File: src/rtl/rr_arbiter8.sv
// Eight-way round-robin arbiter with a bounded hold time per owner.
// Grant is registered as one-hot plus binary index; the previous owner always ranks last.
module rr_arbiter8 #(
    parameter int MAX_HOLD = 16
) (
    input  logic       clk,
    input  logic       rst_n,
    input  logic [7:0] req,
    output logic [7:0] gnt,
    output logic [2:0] gnt_id,
    output logic       gnt_valid
);

    localparam int CW = $clog2(MAX_HOLD) + 1;

    typedef enum logic {
        IDLE = 1'b0,
        BUSY = 1'b1
    } state_t;

    generate
        if (MAX_HOLD < 1 || MAX_HOLD > 256) begin : g_bad_cfg
            $fatal(1, "rr_arbiter8: MAX_HOLD=%0d outside legal range 1..256", MAX_HOLD);
        end
    endgenerate

    state_t          r_state;
    logic [2:0]      r_last_id;
    logic [CW-1:0]   r_hold_cnt;
    logic [7:0]      r_gnt;
    logic [2:0]      r_gnt_id;
    logic            r_valid;

    logic [2:0]      w_idx;
    logic [2:0]      w_win;
    logic            w_found;
    logic            w_any_req;
    logic            w_others;
    logic            w_owner_req;
    logic            w_timeout;

    // Search last_id+1 .. last_id+8; the +8 slot is the previous owner itself.
    // NOTE: every combinational output gets a default before the loop so no latch is inferred.
    always_comb begin
        w_found = 1'b0;
        w_win   = r_last_id;
        w_idx   = r_last_id;
        for (int i = 1; i <= 8; i++) begin
            w_idx = r_last_id + 3'(i);
            if (!w_found && req[w_idx]) begin
                w_found = 1'b1;
                w_win   = w_idx;
            end
        end
    end

    assign w_any_req   = |req;
    assign w_others    = |(req & ~r_gnt);
    assign w_owner_req = |(req & r_gnt);
    assign w_timeout   = (r_hold_cnt == CW'(MAX_HOLD - 1));

    // NOTE: sequential state uses non-blocking assignments so every register samples pre-edge values.
    always_ff @(posedge clk or negedge rst_n) begin
        if (!rst_n) begin
            r_state    <= IDLE;
            r_last_id  <= 3'd7;
            r_hold_cnt <= '0;
            r_gnt      <= 8'h00;
            r_gnt_id   <= 3'd0;
            r_valid    <= 1'b0;
        end else begin
            case (r_state)
                IDLE: begin
                    if (w_any_req) begin
                        r_state    <= BUSY;
                        r_gnt      <= 8'h01 << w_win;
                        r_gnt_id   <= w_win;
                        r_valid    <= 1'b1;
                        r_last_id  <= w_win;
                        r_hold_cnt <= '0;
                    end
                end
                BUSY: begin
                    if (!w_owner_req) begin
                        r_hold_cnt <= '0;
                        if (w_any_req) begin
                            r_gnt     <= 8'h01 << w_win;
                            r_gnt_id  <= w_win;
                            r_last_id <= w_win;
                        end else begin
                            // gnt_id deliberately keeps the last owner while idle.
                            r_state <= IDLE;
                            r_gnt   <= 8'h00;
                            r_valid <= 1'b0;
                        end
                    end else if (w_timeout) begin
                        r_hold_cnt <= '0;
                        if (w_others) begin
                            r_gnt     <= 8'h01 << w_win;
                            r_gnt_id  <= w_win;
                            r_last_id <= w_win;
                        end
                    end else begin
                        r_hold_cnt <= r_hold_cnt + CW'(1);
                    end
                end
                default: begin
                    r_state <= IDLE;
                    r_gnt   <= 8'h00;
                    r_valid <= 1'b0;
                end
            endcase
        end
    end

    assign gnt       = r_gnt;
    assign gnt_id    = r_gnt_id;
    assign gnt_valid = r_valid;

endmodule

File: config.mk
export PLATFORM = sky130hd
export DESIGN_NAME = rr_arbiter8
export DESIGN_NICKNAME = d
export VERILOG_FILES = /design/src/rtl/rr_arbiter8.sv
export SDC_FILE = /design/constraint.sdc
export NUM_CORES = 1
export LEC_CHECK = 0
export CAP_MARGIN = 20
export CELL_PAD_IN_SITES_DETAIL_PLACEMENT = 0
export CELL_PAD_IN_SITES_GLOBAL_PLACEMENT = 2
export CORE_UTILIZATION = 39
export DETAILED_ROUTE_END_ITERATION = 12
export PLACE_DENSITY_LB_ADDON = 0.2
export REMOVE_ABC_BUFFERS = 1
export SLEW_MARGIN = 20
export SYNTH_ARGS = -nofsm -noshare
export SYNTH_HDL_FRONTEND = slang
export SYNTH_SLANG_ARGS = --single-unit
export TNS_END_PERCENT = 5
File: constraint.sdc
create_clock -name clk -period 7.6 [get_ports clk]
set_clock_uncertainty 0.05 [all_clocks]
set_input_delay 1.14 -clock clk [delete_from_list [all_inputs] [get_ports clk]]
set_output_delay 1.14 -clock clk [all_outputs]
set_load 0.02 [all_outputs]
==> metrics.md <==
| Metric | Value |
|---|---|
| Data arrival time of the critical path | 3.90 ns |
| Router iterations before antenna repair | 4 |
| Finished Cell Area | between 2000 and 2500 µm² |
| FILL cells | 464 |
| CP max-delay cell | dfstp_2 |
| Post-CTS Resized | 0 |
| CP required | roughly 7.7 ns |
| CP Capture Type | register |
| Type of element launching the critical path | register |
| Nets | 219 |
| Placer Congestion | 0.9186 |
| # rows | 25 |
| Cell Area, Synth | roughly 1900 µm² |
| Critical path peak fanout | 21 |
| Final hold vios | 0 |
| CTS tree | built |
| Cell family with most CP delay | flip-flops |
| Initial antenna violation count | 0 |
| H-tree depth | 1 |
| Die Ht | 71.86 µm |
| Clock Latency Late Sink | 0.26 ns |
| Pins Over Slew Limit | 0 |
| Top-Level Pins | 22 |
| Area occupied by registers | 529.3 µm² |
| Final setup viols | 0 |
| Placed Area | 2115 µm² |
| Antenna diode count | 0 |
| Grt total ovfl | 0 |
| Die footprint | 5163 µm² |
| Area of the multi-input gates | 1239 µm² |
| Detail Route Antenna Nets | 0 |
| Largest net degree at the start of global routing | 22 |
| CTS Buf Count | 3 |
| Worst-path clk slew | 0.08 ns |
| 1st-iter DRT viols | 104 |
| Hold depth | 2 |
| Port bufs | 21 |
| Share of layout cells above drive strength 1 | 14.15% |
| Commonest non-fill, non-tap cell in the layout | clkdlybuf4s50_1 |
| Share of synthesized registers carrying an async set or reset | between 90% and 100% |
| Avg Cell Area, Syn | 9.810 µm² |
| DP Wirelength | 3646 µm |
| DR WL met3 | 118 µm |
| Status | complete, no violations |
| Vias per std cell | 6.033 |
| EDFF count, synth | 0 |
| First-pass GRT wire length | between 8000 and 9000 µm |
| Die Wd | 71.86 µm |
| Critical path class | register to register |
| Gate Count Post-Synth | 194 |
| Dominant synthesized flop cell | dfrtp_1 |
| Number of global-route vias before repair | 1691 |
| Met2 routed WL | roughly 2400 µm |
| Detailed-route wire length | 4890 µm |
| Finished Core Util | 45.80% |
| Via count | 1641 |
| Max-slew headroom | 38.72% |
| Worst r2r path cells | 9 |
| Clock sinks | 21 |
| Setup TNS | 0 ns |
| Buf/Inv on CP | 2 |
| CTS max path bufs | 2 |
| Crit path top cell by count | inv_1 |
| Time the worst path needs with I/O delays and setup | 3.796 ns |
| Post-CTS setup buffers | 0 |
| Worst slew pin tran | roughly 0.9 ns |
| Unrepaired setup endpoints after global routing | false |
| Fin crit share | 49.95% |
| Area Overhead vs Synth | 13.67% |
| GRT Total Usage | 20.66% |
| Commonest cells after routing, fill and taps aside | clkdlybuf4s50_1, dfrtp_1, mux2i_1, inv_1, nand2_1 |
| Max_cap viols | 0 |
| Number of distinct library cells after synthesis | 52 |
| Uppermost layer routed | met4 |
| CP max stage delay | around 0.90 ns |
| Flop2flop setup slack | 3.80 ns |
| Sequential area share after synthesis | 27.81% |
| Post-CTS Hold Fix Bufs | 0 |
| Crit path depth | 9 |
| Placeable core area | 4723 µm² |
| Routed wire per std cell | around 18 µm |
| M1 WL | 2237 µm |
| Root Driver | clkbuf_8 |
| Critical-path cell list | inv_1 -> ha_1 -> inv_1 -> mux4_1 -> and2_4 -> nand3b_1 -> a41oi_1 -> or2_1 -> a32o_1 |
| Hold WC Path Type | register to register |
| FMAX | around 260 MHz |
| Residual DRC | 0 |
| Starting density of the core | 40.29% |
| Ys Warns | 0 |
| #FFs+latches synth | 21 |
[cells by family (layout without fill, tap and decap cells)]
| kind of cell | Yosys count | after routing | synth area share (%) |
|---|---|---|---|
| AOI/OAI and AO/OA | 55 | 55 | 21.50 |
| adders and majority gates | 4 | 4 | 2.499 |
| and+or+nand+nor | 48 | 48 | 12.95 |
| xor gates and xnor gates | 6 | 6 | 3.551 |
| muxes | 32 | 32 | 24.59 |
| buffers and inverters | 28 | 39 | 7.100 |
| DFF | 21 | 21 | 27.81 |
[per-stage QoR]
stage	cells	setup WS (ns)	hold WS, ns
2_1_floorplan	180	4.358	0.4214
3_3_place_gp	268	3.644	0.4266
3_5_place_dp	268	3.604	0.4180
4_1_cts	272	3.839	0.4486
5_1_grt	272	3.627	0.4679
6_report	272	3.804	0.4479
[Yosys cell counts (all sizes together) (8+ instances only)]
cell / number / area, µm²
a32o: 8 / 80.08
dfrtp: 18 / 450.4
o21ai: 15 / 78.83
mux2i: 16 / 160.2
buf: 9 / 62.55
nor2: 9 / 33.78
mux4: 11 / 251.5
inv: 13 / 48.80
nand2: 13 / 48.80
[final cells by class]
cell class	instances	area share [%]
Inverter	14	2.429
Multi-Input combinational cell	145	57.26
Clock inverter	1	0.3470
Clock buffer	3	1.909
Tap cell	67	3.875
Sequential cell	21	24.47
Timing Repair Buffer	21	9.717
[worst min-delay path, cell delays in order (launching register included)]
cell     delay (ns)
dfrtp_1        0.36
nand2_1        0.05
o21ai_1        0.06
[metal layers]
metal,track usage (%),vias to the layer above
met4,9.150,0
met2,33.96,38
li1,-,765
met3,1.969,10
met1,27.79,828
met5,0,-
[registers in the layout (all words and copies together) (netlist names)]
name / flops
gnt_valid: 1
gnt_id: 3
r_state: 1
r_hold_cnt: 5
gnt: 8
r_last_id: 3
[final timing paths]
kind / start / end
min in group asynchronous: rst_n / gnt[0]$_DFFE_PN0P_
worst min register to register: gnt_id[2]$_DFFE_PN0P_ / gnt_id[2]$_DFFE_PN0P_
worst min-delay path: gnt_id[2]$_DFFE_PN0P_ / gnt_id[2]$_DFFE_PN0P_
worst max register to register: r_last_id[0]$_DFFE_PN1P_ / gnt[1]$_DFFE_PN0P_
max in group asynchronous: rst_n / gnt[3]$_DFFE_PN0P_
worst max-delay path: r_last_id[0]$_DFFE_PN1P_ / gnt[1]$_DFFE_PN0P_
Power is left out: the tool's default activity adds up to more than one toggle a clock period on the data nets, which glitch-free logic cannot reach.
